`src/rtl/axi4_lite_reg_slave.sv`:
```
// AXI4-Lite register bank: NUM_REGS 32-bit registers, the last one a read-only status word.
// Independent AW/W capture with byte strobes, registered single-outstanding read response.
module axi4_lite_reg_slave #(
    parameter int unsigned DATA_WIDTH = 32,
    parameter int unsigned ADDRESS    = 32,
    parameter int unsigned NUM_REGS   = 8
) (
    input  logic                    ACLK,
    input  logic                    ARESET,
    input  logic [ADDRESS-1:0]      S_AWADDR,
    input  logic                    S_AWVALID,
    output logic                    S_AWREADY,
    input  logic [DATA_WIDTH-1:0]   S_WDATA,
    input  logic [DATA_WIDTH/8-1:0] S_WSTRB,
    input  logic                    S_WVALID,
    output logic                    S_WREADY,
    output logic [1:0]              S_BRESP,
    output logic                    S_BVALID,
    input  logic                    S_BREADY,
    input  logic [ADDRESS-1:0]      S_ARADDR,
    input  logic                    S_ARVALID,
    output logic                    S_ARREADY,
    output logic [DATA_WIDTH-1:0]   S_RDATA,
    output logic [1:0]              S_RRESP,
    output logic                    S_RVALID,
    input  logic                    S_RREADY,
    input  logic [DATA_WIDTH-1:0]   status_in,
    output logic [DATA_WIDTH-1:0]   ctrl_out
);
    localparam int unsigned     IdxW       = $clog2(NUM_REGS);
    localparam int unsigned     NumBytes   = DATA_WIDTH / 8;
    localparam logic [IdxW-1:0] LastIdx    = IdxW'(NUM_REGS - 1);
    localparam logic [1:0]      RespOkay   = 2'b00;
    localparam logic [1:0]      RespSlvErr = 2'b10;

    logic [DATA_WIDTH-1:0] regs_q [NUM_REGS];

    logic [IdxW-1:0]       aw_idx_q;
    logic                  aw_ok_q, aw_held_q;
    logic [DATA_WIDTH-1:0] w_data_q;
    logic [NumBytes-1:0]   w_strb_q;
    logic                  w_held_q;
    logic                  bvalid_q;
    logic [1:0]            bresp_q;
    logic                  rvalid_q;
    logic [DATA_WIDTH-1:0] rdata_q;
    logic [1:0]            rresp_q;

    logic                  aw_hs, w_hs, ar_hs, commit, wr_ok;
    logic                  aw_in_range, ar_in_range;
    logic [IdxW-1:0]       ar_idx;
    logic [DATA_WIDTH-1:0] ar_data;
    logic                  unused_addr_bits;

    // Byte offset within a word carries no meaning for this bank.
    assign unused_addr_bits = ^{S_AWADDR[1:0], S_ARADDR[1:0]};

    assign S_AWREADY = !ARESET && !aw_held_q && !bvalid_q;
    assign S_WREADY  = !ARESET && !w_held_q && !bvalid_q;
    assign S_ARREADY = !ARESET && !rvalid_q;
    assign S_BVALID  = bvalid_q;
    assign S_BRESP   = bresp_q;
    assign S_RVALID  = rvalid_q;
    assign S_RDATA   = rdata_q;
    assign S_RRESP   = rresp_q;
    assign ctrl_out  = regs_q[0];

    assign aw_hs       = S_AWVALID && S_AWREADY;
    assign w_hs        = S_WVALID && S_WREADY;
    assign ar_hs       = S_ARVALID && S_ARREADY;
    assign commit      = aw_held_q && w_held_q;
    assign wr_ok       = aw_ok_q && (aw_idx_q != LastIdx);
    assign aw_in_range = (S_AWADDR[ADDRESS-1:IdxW+2] == '0);
    assign ar_in_range = (S_ARADDR[ADDRESS-1:IdxW+2] == '0);
    assign ar_idx      = S_ARADDR[IdxW+1:2];

    always_comb begin
        ar_data = regs_q[ar_idx];
        if (ar_idx == LastIdx) begin
            ar_data = status_in;
        end
    end

    always_ff @(posedge ACLK or posedge ARESET) begin
        if (ARESET) begin
            aw_idx_q  <= '0;
            aw_ok_q   <= 1'b0;
            aw_held_q <= 1'b0;
            w_data_q  <= '0;
            w_strb_q  <= '0;
            w_held_q  <= 1'b0;
            bvalid_q  <= 1'b0;
            bresp_q   <= RespOkay;
        end else begin
            if (aw_hs) begin
                aw_idx_q  <= S_AWADDR[IdxW+1:2];
                aw_ok_q   <= aw_in_range;
                aw_held_q <= 1'b1;
            end
            if (w_hs) begin
                w_data_q <= S_WDATA;
                w_strb_q <= S_WSTRB;
                w_held_q <= 1'b1;
            end
            // Readies are closed while anything is held or BVALID is up, so no capture races this.
            if (commit) begin
                aw_held_q <= 1'b0;
                w_held_q  <= 1'b0;
                bvalid_q  <= 1'b1;
                bresp_q   <= wr_ok ? RespOkay : RespSlvErr;
            end else if (bvalid_q && S_BREADY) begin
                bvalid_q <= 1'b0;
                bresp_q  <= RespOkay;
            end
        end
    end

    always_ff @(posedge ACLK or posedge ARESET) begin
        if (ARESET) begin
            for (int i = 0; i < int'(NUM_REGS); i++) begin
                regs_q[i] <= '0;
            end
        end else if (commit && wr_ok) begin
            for (int b = 0; b < int'(NumBytes); b++) begin
                if (w_strb_q[b]) begin
                    regs_q[aw_idx_q][8*b +: 8] <= w_data_q[8*b +: 8];
                end
            end
        end
    end

    // Sampling regs_q here yields the pre-write value when a commit lands on the same edge.
    always_ff @(posedge ACLK or posedge ARESET) begin
        if (ARESET) begin
            rvalid_q <= 1'b0;
            rdata_q  <= '0;
            rresp_q  <= RespOkay;
        end else if (ar_hs) begin
            rvalid_q <= 1'b1;
            if (ar_in_range) begin
                rdata_q <= ar_data;
                rresp_q <= RespOkay;
            end else begin
                rdata_q <= '0;
                rresp_q <= RespSlvErr;
            end
        end else if (rvalid_q && S_RREADY) begin
            rvalid_q <= 1'b0;
        end
    end

endmodule

```
`config.mk`:
```
export PLATFORM = sky130hd
export DESIGN_NAME = axi4_lite_reg_slave
export DESIGN_NICKNAME = d
export VERILOG_FILES = /design/src/rtl/axi4_lite_reg_slave.sv
export SDC_FILE = /design/constraint.sdc
export NUM_CORES = 1
export LEC_CHECK = 0
export BUFFER_PORTS_ARGS = -buffer_cell sky130_fd_sc_hd__buf_2
export CORE_ASPECT_RATIO = 1.2
export CORE_MARGIN = 3
export CORE_UTILIZATION = 45
export DETAILED_ROUTE_END_ITERATION = 10
export PLACE_DENSITY = 0.63
export SLEW_MARGIN = 20
export SYNTH_ARGS = -nofsm -noshare
export SYNTH_HDL_FRONTEND = slang
export SYNTH_SLANG_ARGS = --single-unit
```
`constraint.sdc`:
```
create_clock -name ACLK -period 14.32 [get_ports ACLK]
set_input_delay 2.864 -clock ACLK [delete_from_list [all_inputs] [get_ports ACLK]]
set_output_delay 2.864 -clock ACLK [all_outputs]
set_load 0.1 [all_outputs]
```
==> impl_metrics.py, run 1 <==
metrics = {
    "run_status": {
        "outcome": "finished, final reports clean",
    },
    "timing": {
        "fin_ws_ns": 7.73,
        "tns_ns": 0,
        "worst_slew_pin_slew_ns": 1.07,
        "period_share": 0.460,
        "grt_setup_unrepaired": "false",
        "setup_violations": 0,
        "fin_skew_ns": 0.0261,
        "finalHoldViolations": 0,
        "fin_crit_ns": 6.59,
        "fmax_mhz": 152,
        "slew_headroom": 0.287,
        "drv_slew": 0,
    },
    "synth": {
        "synth_edf_count": 0,
        "yosys-top-cells-count": "dfrtp_1, mux2_2, mux4_2, nand2_1, buf_4",
        "yosysTopAreaCell": "dfrtp_1",
        "avgSynthCellArea_um2": 15.1,
        "yosysMostFrequentCell": "dfrtp_1",
        "ys_top_cells_by_area": "dfrtp_1, mux2_2, mux4_2",
        "synthCells": 889,
        "ys_types": 34,
        "yosysSeqAreaShare": 0.562,
        "ys_warn_count": 0,
        "synth.ff_latch_count": 302,
        "synth_top_area_share": 0.562,
        "synth_flop_cell": "dfrtp_1",
        "syn_area_mm2": 0.0135,
        "async_flop_share": 1.00,
    },
    "setup_path": {
        "crit_chain": "buf_2 > nor3_1 > buf_2",
        "critical-path-slowest-cell": "buf_2",
        "crit_end": "S_WREADY",
        "cp_max_fo": 5,
        "r2r_end": "S_RRESP[1]",
        "crit_start": "ARESET",
        "critPathCaptureType": "primary output",
        "cp_slowest_stage_delay_ns": 0.47,
        "critical_path_class": "in2out",
        "cpMostUsedCell": "buf_2",
        "r2r.worst_path.cells": 5,
        "crit_path_start_kind": "primary input",
        "cp.required_ns": 11.46,
        "r2r_start": "S_RVALID",
        "r2r_setup_slack_ns": 11.58,
        "crit_arrival_ns": 3.73,
    },
    "floorplanning": {
        "die-area_mm2": 0.0320,
        "core_mm2": 0.0291,
        "io_pins": 212,
        "die-height_um": 195,
        "placementRows": 68,
        "die_x_um": 164,
        "initial_core_util": 0.462,
    },
    "drt": {
        "first_iter_violations": 321,
        "drtAntennaViolNets": 0,
        "wl_um": 31600,
        "drc": 0,
        "vias_per_cell": 5.41,
        "num_vias": 7985,
        "drtPass1Iterations": 4,
        "wl_per_cell_um": 21.5,
    },
    "layout": {
        "syn_to_final_growth_pct": 17.2,
        "fin_cells": 1475,
        "fillCellCount": 2453,
        "final_layout_size_suffix_gt1_frac": 0.549,
        "nets": 1204,
    },
    "grt": {
        "antenna_found_initial": 1,
        "grt_max_degree": 84,
        "gr-usage-all-layers": 0.201,
        "grt_pass1_vias": 8479,
        "grt_pass1_wl_um": 49500,
        "grt.overflow.total": 0,
    },
    "min_path": {
        "worstHoldPathCells": 2,
        "min-delay-path-class": "reg2reg",
    },
    "placed_design": {
        "dp_slack_ns": 7.70,
        "port_buffers": 205,
        "dp.cells": 1414,
        "gp_congestion": 0.778,
        "dp_hpwl_um": 20300,
    },
    "clock_tree": {
        "cts_root_buf": "clkbuf_16",
        "cts_tree": "yes",
        "ctsResizeCount": 0,
        "cts_hold_buffers": 0,
        "numCtsBuffers": 34,
        "cts.clk_slew.worst_paths_ns": 0.05,
        "clk_path_buf_depth": 3,
        "cts.sinks": 302,
        "post_cts_buffers": 0,
        "insertion_delay_ns": 0.52,
        "htree_num_levels": 2,
    },
    "power_and_ir_drop": {
        "power-per-cell-area_mw_per_mm2": 136,
        "ir_drop_v": 0.000105,
        "p_leak_nw": 7.85,
    },
    "run": {
        "drv_cap": 0,
    },
}
-- metal layers --
layer	vias to the layer above	share of wire	global-route usage
met5	-	0.00041	0
met4	2	0.017	0.0454
met3	48	0.042	0.0350
met2	160	0.51	0.337
met1	4172	0.43	0.274
li1	3603	-	-
-- through the flow --
step | instance area [um^2] | power (mW) | utilization | hold WS, ns
floorplan | 13500 | 1.18 | - | 0.440
global placement | 14600 | 1.27 | 0.502 | 0.463
detailed placement | 14600 | 1.28 | 0.502 | 0.470
CTS | 15800 | 2.16 | 0.541 | 0.483
global route | 15800 | 2.23 | 0.542 | 0.504
finish | 15800 | 2.14 | 0.542 | 0.478
-- layout make-up --
type                    instances  area, um^2  share of cell area
flip-flops and latches        302        7560               0.480
well taps                     385         482              0.0306
clock inverters                13         140             0.00889
clock buffers                  47        1010              0.0641
diodes                          1        2.50            0.000159
multi-input cells             509        5450               0.346
repair buffers                213        1090              0.0695
inverters                       5        26.3             0.00167
-- cell usage in the layout, fill, tap and decap left out, types with 3 or more instances in the layout --
cell type / n
nand3_1: 6
o21ai_1: 30
buf_4: 9
inv_1: 4
nor3_1: 4
inv_6: 3
buf_2: 203
nor2_1: 18
clkbuf_8: 11
mux2_1: 6
or3b_2: 3
nand2_1: 52
nor4_1: 12
dfrtp_1: 302
o21ai_0: 5
mux2i_1: 31
and3_1: 5
clkbuf_16: 34
mux2_2: 257
mux4_2: 64
clkinv_2: 6
-- power by group --
group / switching (mW) / leakage (nW) / internal, mW / total, mW
logic: 0.132 / 3.16 / 0.0962 / 0.228
registers: 0.113 / 4.12 / 0.916 / 1.03
clock network: 0.349 / 0.573 / 0.532 / 0.880
total: 0.594 / 7.85 / 1.54 / 2.14
-- how the worst min path moves through the flow --
stage	startpoint	end
after floorplan	aw_ok_q	aw_ok_q
after global placement	S_RDATA[3]	S_RDATA[3]
after detailed placement	S_RDATA[1]	S_RDATA[1]
after CTS	S_RDATA[1]	S_RDATA[1]
after global routing	regs_q[149]	regs_q[149]
final	S_RDATA[1]	S_RDATA[1]
-- state kept, by name, summed over array words and instances (netlist names), 3 cells and up --
register and count:
aw_idx_q 3, w_data_q 32, w_strb_q 4, regs_q 192, ctrl_out 32, S_RDATA 32
-- cells by family after synthesis --
kind of cell,count (synthesis),synth area share
other,1,0.000279
buffers and inverters,79,0.0337
muxes,358,0.350
and+or+nand+nor,110,0.0387
AOI/OAI and AO/OA,39,0.0153
DFF,302,0.562
-- worst max-delay path, delay by kind of cell --
family	cells	cell delay (ns)
buffers and inverters	2	0.63
and+or+nand+nor	1	0.23
Power figures use the tool's default switching activity.
==> inputs of run 2 (changes only) <==
Clock period 14.32 ns to 6.8 ns, I/O delays scaled along.
==> impl_metrics.py, run 2 (synthesized netlist as in run 1, its figures left out) <==
metrics = {
    "run_status": {
        "outcome": "finished, final reports clean",
    },
    "clock_tree": {
        "post_cts_buffers": 0,
        "cts_hold_buffers": 0,
        "ctsResizeCount": 0,
        "cts_root_buf": "clkbuf_16",
        "htree_num_levels": 1,
        "cts.clk_slew.worst_paths_ns": 0.06,
        "numCtsBuffers": 31,
        "clk_path_buf_depth": 3,
        "insertion_delay_ns": 0.55,
        "cts_tree": "yes",
        "cts.sinks": 302,
    },
    "grt": {
        "grt.overflow.total": 0,
        "grt_pass1_vias": 8601,
        "antenna_found_initial": 1,
        "grt_pass1_wl_um": 49500,
        "gr-usage-all-layers": 0.200,
        "grt_max_degree": 165,
    },
    "timing": {
        "fin_skew_ns": 0.0179,
        "period_share": 0.528,
        "tns_ns": 0,
        "setup_violations": 0,
        "fin_ws_ns": 3.21,
        "worst_slew_pin_slew_ns": 1.07,
        "fmax_mhz": 279,
        "slew_headroom": 0.282,
        "drv_slew": 0,
        "finalHoldViolations": 0,
        "fin_crit_ns": 3.59,
        "grt_setup_unrepaired": "false",
    },
    "layout": {
        "largest_reg_flops": 192,
        "final_layout_size_suffix_gt1_frac": 0.544,
        "regMostFlops": "regs_q",
        "most-common-layout-cells": "dfrtp_1, mux2_2, buf_2",
        "mostFrequentLayoutCell": "dfrtp_1",
        "syn_to_final_growth_pct": 16.0,
        "final_util": 0.536,
        "fin_cells": 1470,
        "nets": 1200,
    },
    "setup_path": {
        "cp_max_fo": 5,
        "r2r_end": "regs_q[83]",
        "r2r.worst_path.cells": 4,
        "crit_path_start_kind": "primary input",
        "critPathCaptureType": "primary output",
        "crit_arrival_ns": 2.23,
        "r2r_setup_slack_ns": 4.38,
        "critical_path_class": "in2out",
        "r2r_start": "aw_idx_q[1]",
        "cp.required_ns": 5.44,
    },
    "min_path": {
        "worstHoldPathCells": 2,
        "min-delay-path-class": "reg2reg",
        "min_to": "S_RDATA[4]",
        "worstHoldStart": "S_RDATA[4]",
    },
    "drt": {
        "num_vias": 7976,
        "drtAntennaViolNets": 0,
        "vias_per_cell": 5.43,
        "drc": 0,
        "wl_um": 31700,
        "first_iter_violations": 556,
        "wl_per_cell_um": 21.5,
        "drtPass1Iterations": 6,
    },
    "floorplanning": {
        "initial_core_util": 0.462,
        "die_x_um": 164,
        "die-area_mm2": 0.0320,
        "core_mm2": 0.0291,
        "die-height_um": 195,
        "io_pins": 212,
        "placementRows": 68,
    },
    "power_and_ir_drop": {
        "p_sw_frac": 0.284,
        "ir_drop_v": 0.000215,
        "power-per-cell-area_mw_per_mm2": 275,
        "seqPwrFrac": 0.505,
        "clock_power_share": 0.382,
        "p_int_mw": 3.07,
        "switching_power_mw": 1.22,
        "p_leak_nw": 7.78,
        "combPwrFrac": 0.113,
    },
    "placed_design": {
        "port_buffers": 205,
        "dp_slack_ns": 3.24,
        "dp.cells": 1413,
        "gp_congestion": 0.798,
        "dp_hpwl_um": 20300,
    },
    "run": {
        "drv_cap": 0,
    },
}
## run 2: cell count changes in the layout (fill, tap and decap cells not counted), sizes merged
cell / delta
inv: -4
clkinvlp: +1
bufinv: -2
clkbuf: -2
buf: -1
clkinv: +3
## run 2: metal layers
| metal | share of wire | GRT usage | up-vias |
|---|---|---|---|
| met5 | 0.00054 | 0 | - |
| met4 | 0.016 | 0.0407 | 2 |
| met3 | 0.043 | 0.0310 | 37 |
| met2 | 0.50 | 0.338 | 174 |
| met1 | 0.44 | 0.274 | 4170 |
| li1 | - | - | 3593 |
## run 2: worst max-delay path: stages
cell    delay, ns
buf_2        0.14
nor3_1       0.25
buf_2        0.48
## run 2: area by class of cell
cell class / count / area [um^2]
fillers: 2490 / 13500
flip-flops and latches: 302 / 7560
clock inverters: 11 / 61.3
diodes: 1 / 2.50
repair buffers: 212 / 1110
clock buffers: 45 / 928
inverters: 5 / 22.5
multi-input cells: 509 / 5450
well taps: 385 / 482
## run 2: how the worst max path moves through the flow
stage,start,end,slack (ns),cells past startpoint
2_1_floorplan,ARESET,S_BRESP[1],1.42,1
3_3_place_gp,ARESET,S_WREADY,3.25,3
3_5_place_dp,ARESET,S_WREADY,3.24,3
6_report,ARESET,S_WREADY,3.21,3
4_1_cts,ARESET,S_WREADY,3.24,3
5_1_grt,ARESET,S_WREADY,3.22,3
## run 2: power by group through the flow
stage / Sequential, mW / Combinational, mW / Clock, mW
floorplan: 2.14 / 0.337 / 0
global placement: 2.19 / 0.481 / 0
detailed placement: 2.20 / 0.491 / 0
CTS: 2.17 / 0.492 / 1.68
global route: 2.20 / 0.523 / 1.74
finish: 2.17 / 0.483 / 1.64
## run 2: stage by stage
stage	hold slack (ns)	instance area [um^2]	power (mW)
final	0.478	15600	4.29
after global routing	0.505	15600	4.46
after CTS	0.483	15600	4.34
after detailed placement	0.470	14600	2.69
after global placement	0.462	14600	2.67
after floorplan	0.440	13500	2.48
==> inputs of run 3 (changes only) <==
Settings changed: ABC_AREA from default to 1, PLACE_DENSITY 0.63 to 0.65.
Clock period 6.8 ns to 3.1 ns, I/O delays scaled along.
==> impl_metrics.py, run 3 <==
metrics = {
    "synth": {
        "yosys-top-cells-count": "nand2_1, dfrtp_1, o21ai_0, nand3_1, inv_1",
        "ys_types": 23,
        "synth_top_area_share": 0.518,
        "synth-simple-area-share": 0.251,
        "yosys-mux-area-fraction": 0,
        "synth.ff_latch_count": 302,
        "yosysMostFrequentCell": "nand2_1",
        "synth_compound_area_frac": 0.130,
        "synth_top_family_by_area": "simple AND/OR/NAND/NOR gates",
        "syn_area_mm2": 0.0146,
        "avgSynthCellArea_um2": 7.84,
        "synth_edf_count": 0,
        "synthCells": 1861,
        "synthAdderAreaFrac": 0,
        "yosysTopAreaCell": "dfrtp_1",
        "synth_flop_cell": "dfrtp_1",
        "ys_warn_count": 0,
        "async_flop_share": 1.00,
        "synth_xor_area_frac": 0,
        "yosysSeqAreaShare": 0.518,
        "ys_top_cells_by_area": "dfrtp_1, nand2_1, o21ai_0",
    },
    "setup_path": {
        "cp.required_ns": 2.48,
        "cp_max_fo": 4,
        "crit_chain": "inv_1 > nand3_1 > inv_1 > buf_2",
        "r2r.worst_path.cells": 6,
        "crit_path_start_kind": "flop",
        "r2r_setup_slack_ns": 0.82,
        "critical_path_class": "reg2out",
        "critPathCaptureType": "primary output",
        "crit_arrival_ns": 1.74,
        "critical-path-slowest-cell": "dfrtp_1",
        "cpMostUsedCell": "inv_1",
        "cp_slowest_stage_delay_ns": 0.43,
        "r2r_end": "regs_q[208]",
        "r2r_start": "aw_idx_q[0]",
    },
    "grt": {
        "grt.overflow.total": 0,
        "antenna_found_initial": 0,
        "gr-usage-all-layers": 0.234,
        "grt_max_degree": 131,
        "grt_pass1_wl_um": 65100,
        "grt_pass1_vias": 12300,
    },
    "power_and_ir_drop": {
        "clock_power_share": 0.362,
        "ir_drop_v": 0.000539,
        "power-per-cell-area_mw_per_mm2": 595,
        "combPwrFrac": 0.149,
        "p_sw_frac": 0.327,
        "p_int_mw": 6.61,
        "p_leak_nw": 8.67,
        "seqPwrFrac": 0.489,
        "switching_power_mw": 3.22,
        "p_total_mw": 9.83,
    },
    "floorplanning": {
        "die-area_mm2": 0.0346,
        "initial_core_util": 0.461,
        "core_mm2": 0.0316,
        "die-height_um": 203,
        "io_pins": 212,
        "die_x_um": 170,
        "placementRows": 71,
    },
    "clock_tree": {
        "cts_root_buf": "clkbuf_16",
        "numCtsBuffers": 30,
        "cts_tree": "yes",
        "ctsResizeCount": 0,
        "insertion_delay_ns": 0.56,
        "cts.sinks": 302,
        "cts.clk_slew.worst_paths_ns": 0.06,
        "post_cts_buffers": 0,
        "clk_path_buf_depth": 3,
        "htree_num_levels": 1,
        "cts_hold_buffers": 0,
    },
    "timing": {
        "setup_violations": 0,
        "fin_ws_ns": 0.740,
        "fin_crit_ns": 2.36,
        "worst_slew_pin_slew_ns": 0.929,
        "finalHoldViolations": 0,
        "slew_headroom": 0.381,
        "drv_slew": 0,
        "tns_ns": 0,
        "fin_skew_ns": 0.00856,
        "fmax_mhz": 424,
        "whs_ns": 0.0575,
        "period_share": 0.761,
        "grt_setup_unrepaired": "false",
    },
    "drt": {
        "wl_um": 40300,
        "wl_per_cell_um": 17.0,
        "drc": 0,
        "drtPass1Iterations": 7,
        "num_vias": 12500,
        "first_iter_violations": 1010,
        "vias_per_cell": 5.27,
        "drtAntennaViolNets": 0,
    },
    "run": {
        "drv_cap": 0,
    },
    "layout": {
        "final_layout_size_suffix_gt1_frac": 0.159,
        "mostFrequentLayoutCell": "nand2_1",
        "largest_reg_flops": 192,
        "nets": 2095,
        "syn_to_final_growth_pct": 13.2,
        "fillCellCount": 3055,
        "regMostFlops": "regs_q",
        "final_cell_area_mm2": 0.0165,
        "most-common-layout-cells": "nand2_1, dfrtp_1, o21ai_0",
        "antenna_cells": 0,
    },
    "run_status": {
        "outcome": "finished, final reports clean",
    },
    "placed_design": {
        "dp_hpwl_um": 25300,
        "port_buffers": 205,
        "place_area_mm2": 0.0156,
        "gp_congestion": 0.795,
        "dp_slack_ns": 0.778,
    },
    "min_path": {
        "min-delay-path-class": "in2async",
    },
}
==> run 3: how the worst max path moves through the flow <==
stage / start / endpoint / cells past startpoint
after detailed placement: ARESET / S_AWREADY / 5
after CTS: S_BVALID / S_AWREADY / 4
after floorplan: ARESET / S_AWREADY / 3
after global placement: ARESET / S_AWREADY / 5
after global routing: S_BVALID / S_AWREADY / 4
final: S_BVALID / S_AWREADY / 4
==> run 3: final cells by class <==
cell class,count,area (um^2),area share
clock inverters,3,15.0,0.000910
inverters,173,653,0.0396
flip-flops and latches,302,7560,0.458
well taps,401,502,0.0304
repair buffers,230,1270,0.0769
multi-input cells,1219,5570,0.338
clock buffers,48,940,0.0569
==> run 3: power groups by stage <==
stage	clock network (mW)	registers [mW]	logic, mW
6_report	3.55	4.81	1.47
5_1_grt	3.78	4.86	1.63
4_1_cts	3.63	4.79	1.47
3_5_place_dp	0	4.86	1.47
3_3_place_gp	0	4.85	1.44
2_1_floorplan	0	4.47	1.30
==> run 3: critical path, delay by kind of cell, from the launching register on <==
family | cells | cell delay [ns]
buffers and inverters | 3 | 0.59
flip-flops | 1 | 0.43
AND/OR/NAND/NOR | 1 | 0.15
==> run 3: logic make-up (layout without fill, tap and decap cells) <==
kind of cell	count (synthesis)	in the layout
AND/OR/NAND/NOR	887	887
buffers and inverters	341	454
AO/OA/AOI/OAI	330	330
flip-flops	302	302
other	1	2
==> run 3: layer usage <==
metal,share of wire,track usage
met1,0.43,0.328
met2,0.48,0.383
met3,0.061,0.0273
met4,0.026,0.0696
met5,0,0
==> run 3: through the flow <==
step	instances	util
6_report	2376	0.522
5_1_grt	2376	0.522
4_1_cts	2376	0.522
3_5_place_dp	2325	0.492
3_3_place_gp	2325	0.492
2_1_floorplan	1862	-
